## src/rtl/input_pkg.sv

```systemverilog
// Shared constants for the board input front end.
//   SW_WIDTH_DEF / NUM_KEYS_DEF / DEBOUNCE_50MHZ_10MS : default build sizes
//   KEY_CONFIRM1 / KEY_CONFIRM2 / KEY_RESET           : key channel indices
//   cnt_width()                                       : debounce counter width helper
package input_pkg;

    localparam int unsigned SW_WIDTH_DEF        = 3;
    localparam int unsigned NUM_KEYS_DEF        = 3;
    localparam int unsigned DEBOUNCE_50MHZ_10MS = 500000;

    localparam int unsigned KEY_CONFIRM1 = 0;
    localparam int unsigned KEY_CONFIRM2 = 1;
    localparam int unsigned KEY_RESET    = 2;

    // Counter must hold DEBOUNCE_CYCLES-1; never narrower than one bit.
    function automatic int unsigned cnt_width(input int unsigned cycles);
        return (cycles > 1) ? $clog2(cycles) : 1;
    endfunction

endpackage

```

## src/rtl/debounce_channel.sv

```systemverilog
// Two-flop synchroniser followed by a counter debounce filter on a WIDTH-bit group.
//   clk, reset : clock and synchronous active-high reset
//   din        : raw asynchronous input (already normalised to active-high)
//   level      : debounced value (registered)
//   changed    : one-cycle pulse in the cycle level takes a new value (registered)
module debounce_channel
    import input_pkg::*;
#(
    parameter int unsigned WIDTH           = 1,
    parameter int unsigned DEBOUNCE_CYCLES = DEBOUNCE_50MHZ_10MS
) (
    input  logic             clk,
    input  logic             reset,
    input  logic [WIDTH-1:0] din,
    output logic [WIDTH-1:0] level,
    output logic             changed
);

    localparam int unsigned      CNT_W    = cnt_width(DEBOUNCE_CYCLES);
    localparam logic [CNT_W-1:0] CNT_LAST = CNT_W'(DEBOUNCE_CYCLES - 1);

    logic [WIDTH-1:0] s1_q, s1_d;
    logic [WIDTH-1:0] s2_q, s2_d;
    logic [WIDTH-1:0] last_q, last_d;
    logic [WIDTH-1:0] stable_q, stable_d;
    logic [CNT_W-1:0] cnt_q, cnt_d;
    logic [CNT_W-1:0] cnt_eff;
    logic             changed_q, changed_d;

    // Next-state: a freshly arrived synchronised value always counts from zero,
    // so a group that hops between non-stable codes restarts its qualification.
    always_comb begin
        s1_d      = din;
        s2_d      = s1_q;
        last_d    = s2_q;
        stable_d  = stable_q;
        cnt_d     = '0;
        changed_d = 1'b0;
        cnt_eff   = (s2_q != last_q) ? '0 : cnt_q;

        if (s2_q == stable_q) begin
            cnt_d = '0;
        end else if (cnt_eff == CNT_LAST) begin
            stable_d  = s2_q;
            changed_d = 1'b1;
        end else begin
            cnt_d = cnt_eff + CNT_W'(1);
        end
    end

    // State registers.
    always_ff @(posedge clk) begin
        if (reset) begin
            s1_q      <= '0;
            s2_q      <= '0;
            last_q    <= '0;
            stable_q  <= '0;
            cnt_q     <= '0;
            changed_q <= 1'b0;
        end else begin
            s1_q      <= s1_d;
            s2_q      <= s2_d;
            last_q    <= last_d;
            stable_q  <= stable_d;
            cnt_q     <= cnt_d;
            changed_q <= changed_d;
        end
    end

    assign level   = stable_q;
    assign changed = changed_q;

endmodule

```

## src/rtl/input_conditioner.sv

```systemverilog
// Board input front end: synchronises and debounces switches and push-buttons.
//   clk, reset     : clock and synchronous active-high reset
//   switches       : raw switch bus, filtered as one group
//   keys           : raw buttons, polarity chosen by KEY_ACTIVE_LOW
//   column         : debounced switch value
//   column_changed : pulse when column takes a new value
//   key_level      : debounced active-high pressed level per key
//   key_press      : pulse on key_level 0->1
//   key_release    : pulse on key_level 1->0
module input_conditioner
    import input_pkg::*;
#(
    parameter int unsigned SW_WIDTH        = SW_WIDTH_DEF,
    parameter int unsigned NUM_KEYS        = NUM_KEYS_DEF,
    parameter int unsigned DEBOUNCE_CYCLES = DEBOUNCE_50MHZ_10MS,
    parameter bit          KEY_ACTIVE_LOW  = 1'b1
) (
    input  logic                clk,
    input  logic                reset,
    input  logic [SW_WIDTH-1:0] switches,
    input  logic [NUM_KEYS-1:0] keys,
    output logic [SW_WIDTH-1:0] column,
    output logic                column_changed,
    output logic [NUM_KEYS-1:0] key_level,
    output logic [NUM_KEYS-1:0] key_press,
    output logic [NUM_KEYS-1:0] key_release
);

    logic [NUM_KEYS-1:0] key_norm;
    logic [NUM_KEYS-1:0] key_chg;

    // Everything downstream sees keys as active-high.
    assign key_norm = KEY_ACTIVE_LOW ? ~keys : keys;

    // One independent filter per key.
    for (genvar k = 0; k < NUM_KEYS; k++) begin : g_key
        debounce_channel #(
            .WIDTH           (1),
            .DEBOUNCE_CYCLES (DEBOUNCE_CYCLES)
        ) u_key (
            .clk     (clk),
            .reset   (reset),
            .din     (key_norm[k]),
            .level   (key_level[k]),
            .changed (key_chg[k])
        );
    end

    // Switch bus filtered as a whole so no intermediate column code escapes.
    debounce_channel #(
        .WIDTH           (SW_WIDTH),
        .DEBOUNCE_CYCLES (DEBOUNCE_CYCLES)
    ) u_sw (
        .clk     (clk),
        .reset   (reset),
        .din     (switches),
        .level   (column),
        .changed (column_changed)
    );

    // Change pulse and new level are both flop outputs; direction picks the pulse.
    assign key_press   = key_chg &  key_level;
    assign key_release = key_chg & ~key_level;

endmodule
```

## config.mk

```make
export PLATFORM = sky130hd
export DESIGN_NAME = input_conditioner
export DESIGN_NICKNAME = d
export VERILOG_FILES = /design/src/rtl/input_pkg.sv /design/src/rtl/debounce_channel.sv /design/src/rtl/input_conditioner.sv
export SDC_FILE = /design/constraint.sdc
export NUM_CORES = 1
export LEC_CHECK = 0
export CORE_UTILIZATION = 40
export DETAILED_ROUTE_END_ITERATION = 10
export SLEW_MARGIN = 20
export SYNTH_ARGS = -nofsm -noshare
export SYNTH_HDL_FRONTEND = slang
export SYNTH_SLANG_ARGS = --single-unit
```

## constraint.sdc

```tcl
create_clock -name clk -period 3.8 [get_ports clk]
set_input_delay 0.57 -clock clk [delete_from_list [all_inputs] [get_ports clk]]
set_output_delay 0.57 -clock clk [all_outputs]
set_load 0.05 [all_outputs]
```

==> qor.csv, run 1 <==
stage,metric,value,unit
outcome,status,completed,
setup_path,crit-path cells,xnor2_1 -> and2_1 -> ha_1 -> nand4_1 -> or4_1 -> o311ai_4 -> nor2_1,
setup_path,CP max stage delay,0.67,ns
setup_path,Top delay family on crit path,simple AND/OR/NAND/NOR gates,
setup_path,CP endpoint kind,flop,
route,average vias per placed instance,5.35,
sta,Sum Neg Setup Slack,0,ns
final_layout,antenna cells,0,
final_layout,Non-Filler Instances,695,
logic_synthesis,Mapped Nets,540,
final_layout,final core utilization,46.6,%
logic_synthesis,"Distinct cells, synth",46,
logic_synthesis,#FFs+latches synth,104,
grt,total gr overflow,0,
floorplanning,io pins,21,
clock_network,CTS Buf Count,9,
clock_network,clock latency on the worst-skew pair,0.35,ns
route,post-route ant nets,0,
clock_network,Max Buffers Root-to-Sink,2,
floorplanning,die height,110,um
placement,HPWL after DPL,6.43,mm
setup_path,arrival time worst endpoint,3.44,ns
sta,f_max,310,MHz
grt,vias in the first global route,3357,
floorplanning,Initial Util,41.1,%
final_layout,fraction of layout instances using a drive strength above 1,6.16,%
sta,Setup-failing EPs final,0,
sta,Slew @ Worst Pin,0.765,ns
logic_synthesis,synth warn,0,
grt,pin count of the biggest net entering global routing,19,
placement,Post-DP Area,5020,um^2
sta,clock skew,0.00905,ns
floorplanning,core area,11400,um^2
logic_synthesis,Post-synth EDFFs,0,
power_and_ir_drop,Lkg Pwr,0.00158,uW
setup_path,maximum fanout along the worst path,14,
job,max-cap viol count,0,
sta,max-slew violations,0,
route,initial drt markers,121,
clock_network,cts hold-fix bufs,0,
power_and_ir_drop,Clock Power Share,44.5,%
floorplanning,Die ar.,12200,um^2
logic_synthesis,Synth Cell Area,4690,um^2
clock_network,CTS resizes,0,
sta,Fin. Hold Viols,0,
power_and_ir_drop,sequential power share,52.5,%
logic_synthesis,top_reg_cell synth,dfxtp_1,
logic_synthesis,"top cells by count, synth","dfxtp_1, nor2_1, nand3_1, xnor2_1, nand2_1",
final_layout,Nets,559,
power_and_ir_drop,worst vdd ir,369,uV
route,DR WL/cell,13.1,um
power_and_ir_drop,Psw,467,uW
sta,RSZ-0062 raised after global routing,false,
route,DR vias,3715,
logic_synthesis,syn_area_per_cell,8.89,um^2
clock_network,CTS tree,done,
final_layout,Area Overhead vs Synth,13.4,%
setup_path,CP Buf/Inv Count,0,
clock_network,root buffer cell,clkbuf_16,
route,routed wire length,9.09,mm
clock_network,"CTS clk-pin slew, worst paths",0.07,ns
setup_path,crit path kind,reg -> reg,
clock_network,# H-tree levels,3,
clock_network,clk sinks,104,
grt,GRT Util Overall,16.6,%
logic_synthesis,Post-synth ARST share,0,%
sta,final hold slack,0.440,ns
power_and_ir_drop,power per cell area,395,nW/um^2
logic_synthesis,most area-hungry cell type in the Yosys netlist,dfxtp_1,
power_and_ir_drop,Sw Share,22.2,%
sta,slew margin rel.,49.0,%
logic_synthesis,"Seq/Total Area, Yosys",44.4,%
grt,antenna violations before repair,0,
logic_synthesis,most common cell in the netlist,dfxtp_1,
route,# DRC,0,
route,Pre-antenna DRT Iters,5,
logic_synthesis,synth top area cells,"dfxtp_1, xnor2_1, xor2_1",
clock_network,setup bufs post-CTS,0,
logic_synthesis,post-synth top area share,44.4,%
setup_path,Slowest cell on crit path,or4_1,
grt,first-pass GRT wire length,15.6,mm
setup_path,CP Data Required Time,4.02,ns
sta,min Tclk post-route,3.22,ns
sta,period utilization,84.8,%
placement,routability cong.,0.773,
floorplanning,Rows,39,
logic_synthesis,Post-Synthesis Cells,528,
placement,I/O Buffers,20,
power_and_ir_drop,Logic pwr share,3.0,%
power_and_ir_drop,P_int,1640,uW
placement,placed cell count,679,
final_layout,fin area,5320,um^2
setup_path,Startpoint Class,flop,
worst_hold_path,Hold WC Path Type,reg -> reg,
floorplanning,die width,110,um
## metrics by stage
step | total power [uW] | setup slack [ns]
finish | 2100 | 0.579
global route | 2190 | 0.255
CTS | 2140 | 0.552
detailed placement | 1190 | 0.577
global placement | 1190 | 0.691
floorplan | 1170 | 1.08
## cell usage in the layout (no fill, tap or decap), types with 10 or more instances in the layout
| master | instances |
|---|---|
| dfxtp_1 | 104 |
| nor2_1 | 49 |
| xor2_1 | 24 |
| clkdlybuf4s50_1 | 20 |
| o31ai_1 | 11 |
| inv_1 | 15 |
| a21oi_1 | 24 |
| or3_1 | 14 |
| or4_1 | 17 |
| nor2b_1 | 24 |
| xnor2_1 | 32 |
| nand3_1 | 34 |
| nand2_1 | 30 |
| nor4_1 | 14 |
| and2_1 | 11 |
| nand4_1 | 20 |
| o21ai_0 | 10 |
| nor3_1 | 21 |
## kinds of logic after synthesis
logic type	count (synthesis)	share of synthesized area, %
buf+inv	31	2.93
compound gates	67	9.54
xor+xnor	56	10.5
flops	104	44.4
mux	4	0.960
simple gates	262	30.7
fa+ha+maj	4	1.07
## power groups by stage
stage          clock [uW]  combinational (uW)  sequential [uW]
2_1_floorplan           0                42.3             1130
3_3_place_gp            0                62.6             1130
3_5_place_dp            0                63.2             1130
4_1_cts               972                63.5             1100
5_1_grt              1020                70.1             1110
6_report              937                62.5             1100
## sequential cells by signal, indices dropped and copies added, names as in the netlist
signal,cells
g_key.u_key.cnt_q,57
u_sw.cnt_q,19
g_key.u_key.changed,3
g_key.u_key.last_d,3
g_key.u_key.last_q,3
g_key.u_key.level,3
g_key.u_key.s1_q,3
u_sw.last_d,3
u_sw.last_q,3
u_sw.level,3
u_sw.s1_q,3
u_sw.changed,1
## layer usage
metal | global-route usage, % | part of all wire, % | vias to the layer above
met4 | 5.36 | 0.75 | 0
li1 | - | - | 1938
met5 | 0 | 0 | -
met1 | 21.3 | 49 | 1730
met2 | 26.6 | 47 | 40
met3 | 5.29 | 3.3 | 7
## worst paths after layout
kind / slack [ns] / endpoint / cells after the start / from
min reg2reg: 0.44 / g_key[0].u_key.last_d / 1 / g_key[0].u_key.s1_q
max: 0.58 / g_key[1].u_key.cnt_q[8] / 7 / g_key[1].u_key.last_d
max reg2reg: 0.58 / g_key[1].u_key.cnt_q[8] / 7 / g_key[1].u_key.last_d
min: 0.44 / g_key[0].u_key.last_d / 1 / g_key[0].u_key.s1_q
## final cells by class
type | count | area, um^2
inverters | 15 | 56.3
flip-flops and latches | 104 | 2080
clock inverters | 7 | 77.6
repair buffers | 24 | 230
well taps | 143 | 179
fillers | 1141 | 6090
multi-input cells | 393 | 2470
clock buffers | 9 | 225
No activity file was read; power rests on OpenSTA's default activity.
==> run 2, diff against run 1 <==
==> constraint.sdc (replaced) <==
create_clock -name clk -period 2.67 [get_ports clk]
set_input_delay 0.4005 -clock clk [delete_from_list [all_inputs] [get_ports clk]]
set_output_delay 0.4005 -clock clk [all_outputs]
set_load 0.05 [all_outputs]
==> qor.csv, run 2 (synthesis gave the netlist of run 1 again) <==
stage,metric,value,unit,change
outcome,status,completed,,
clock_network,root buffer cell,clkbuf_16,,
grt,first-pass GRT wire length,15.7,mm,about the same
route,DR vias,3844,,+3.5%
grt,pin count of the biggest net entering global routing,24,,+5
grt,GRT Util Overall,16.4,%,-0.27 points
route,Pre-antenna DRT Iters,5,,unchanged
sta,Fin. Hold Viols,0,,unchanged
clock_network,Max Buffers Root-to-Sink,2,,unchanged
route,average vias per placed instance,5.44,,+1.7%
placement,pre-CTS WS,0.117,ns,-0.459 ns
final_layout,Reg with most FFs,g_key.u_key.cnt_q,,
final_layout,Area Overhead vs Synth,15.8,%,
floorplanning,io pins,21,,unchanged
final_layout,antenna cells,0,,unchanged
setup_path,Startpoint Class,flop,,
setup_path,CP Data Required Time,2.95,ns,-1.07 ns
grt,total gr overflow,0,,unchanged
final_layout,Nets,574,,+2.7%
sta,clock skew,0.00542,ns,-0.00364 ns
final_layout,most frequent cells in the layout,"dfxtp_1, nor2_1, nand3_1, xnor2_1, nand2_1",,
grt,antenna violations before repair,0,,unchanged
setup_path,arrival time worst endpoint,2.76,ns,-0.68 ns
power_and_ir_drop,worst vdd ir,447,uV,+21%
clock_network,"CTS clk-pin slew, worst paths",0.06,ns,about the same
placement,HPWL after DPL,6.51,mm,+1.2%
route,routed wire length,9.16,mm,+0.79%
sta,period utilization,93.0,%,+8.2 points
power_and_ir_drop,Pwr Total,2970,uW,+41%
worst_hold_path,Hold WC Path Type,reg -> reg,,
final_layout,Top Registers,"g_key.u_key.cnt_q: 57 flops, u_sw.cnt_q: 19 flops",,
final_layout,max reg flops,57,,unchanged
floorplanning,Rows,39,,unchanged
sta,RSZ-0062 raised after global routing,false,,
power_and_ir_drop,Lkg Pwr,0.00165,uW,+4.2%
placement,routability cong.,0.775,,+0.32%
floorplanning,die height,110,um,unchanged
final_layout,"commonest non-fill, non-tap cell in the layout",dfxtp_1,,
route,DR WL/cell,13.0,um,-0.92%
grt,vias in the first global route,3490,,+4.0%
power_and_ir_drop,power per cell area,546,nW/um^2,+38%
clock_network,setup bufs post-CTS,0,,unchanged
sta,Setup-failing EPs final,0,,unchanged
sta,slew margin rel.,58.4,%,+9.5 points
clock_network,clk sinks,104,,unchanged
setup_path,crit path kind,reg -> reg,,
final_layout,fraction of layout instances using a drive strength above 1,8.69,%,+2.5 points
sta,min Tclk post-route,2.48,ns,-0.738 ns
sta,Slew @ Worst Pin,0.621,ns,-0.144 ns
route,# DRC,0,,unchanged
floorplanning,die width,110,um,unchanged
sta,f_max,403,MHz,+30%
sta,Sum Neg Setup Slack,0,ns,unchanged
clock_network,# H-tree levels,3,,unchanged
clock_network,CTS tree,done,,
final_layout,Fillers,1119,,-1.9%
floorplanning,Initial Util,41.1,%,unchanged
job,max-cap viol count,0,,unchanged
floorplanning,core area,11400,um^2,unchanged
route,initial drt markers,82,,-32%
route,post-route ant nets,0,,unchanged
clock_network,CTS resizes,0,,unchanged
sta,final worst slack,0.187,ns,-0.392 ns
floorplanning,Die ar.,12200,um^2,unchanged
clock_network,cts hold-fix bufs,0,,unchanged
setup_path,maximum fanout along the worst path,7,,-7
sta,max-slew violations,0,,unchanged
placement,placed cell count,694,,+2.2%
clock_network,CTS Buf Count,9,,unchanged
placement,I/O Buffers,20,,unchanged
clock_network,clock latency on the worst-skew pair,0.35,ns,about the same
final_layout,Non-Filler Instances,707,,+1.7%
setup_path,CP endpoint kind,flop,,
-- run 2: cell types whose count changed in the layout (fill, tap and decap cells not counted), sizes merged --
cell / before / now
clkbuf: 9 / 10
buf: 4 / 19
inv: 17 / 16
clkinv: 3 / 1
clkinvlp: 1 / 0
-- run 2: worst paths after layout --
| path | from | to | slack (ns) | cells past startpoint |
|---|---|---|---|---|
| setup reg to reg | u_sw.last_d[0] | u_sw.cnt_q[16] | 0.19 | 8 |
| setup / recovery | u_sw.last_d[0] | u_sw.cnt_q[16] | 0.19 | 8 |
| hold reg to reg | g_key[2].u_key.s1_q | g_key[2].u_key.last_d | 0.44 | 1 |
| hold / removal | g_key[2].u_key.s1_q | g_key[2].u_key.last_d | 0.44 | 1 |
-- run 2: worst max-delay path: stages, from the launching register on --
cell and delay [ns]:
dfxtp_1 0.34, xnor2_1 0.28, and3_1 0.24, and2_1 0.17, ha_1 0.24, and4_2 0.36
nand4_1 0.20, or4_1 0.43, a21oi_1 0.15
-- run 2: metal layers --
metal / routed length, um / part of all wire, % / global-route usage, % / vias up
met5: 0 / 0 / 0 / -
met4: 118 / 1.3 / 5.17 / 0
met3: 424 / 4.6 / 5.47 / 11
met2: 4170 / 45 / 26.4 / 56
met1: 4450 / 49 / 20.6 / 1814
li1: - / - / - / 1963
-- run 2: metrics by stage --
stage	util [%]	instance area [um^2]	hold WS, ns
6_report	47.6	5440	0.442
5_1_grt	47.6	5440	0.455
4_1_cts	47.5	5420	0.445
3_5_place_dp	45.0	5140	0.429
3_3_place_gp	45.0	5140	0.422
2_1_floorplan	-	4700	0.414
-- run 2: layout make-up --
type / instances / area [um^2] / share of cell area, %
Clock inverter: 3 / 43.8 / 0.806
Sequential cell: 104 / 2080 / 38.3
Inverter: 15 / 56.3 / 1.04
Clock buffer: 10 / 239 / 4.40
Tap cell: 143 / 179 / 3.29
Multi-Input combinational cell: 393 / 2490 / 45.9
Timing Repair Buffer: 39 / 343 / 6.31
-- run 2: power breakdown --
group	switching, uW	total, uW	internal (uW)
sequential	8.62	1570	1560
combinational	60.6	104	43.7
clock	551	1290	738
total	621	2970	2350
==> run 3, diff against run 2 <==
--- a/config.mk
+++ b/config.mk
@@ -7,6 +7,7 @@
 export LEC_CHECK = 0
 export CORE_UTILIZATION = 40
 export DETAILED_ROUTE_END_ITERATION = 10
+export HOLD_SLACK_MARGIN = 0.05
 export SLEW_MARGIN = 20
 export SYNTH_ARGS = -nofsm -noshare
 export SYNTH_HDL_FRONTEND = slang
==> results of run 3 <==
No change in the layout: final DEF, timing and power equal those of run 2.
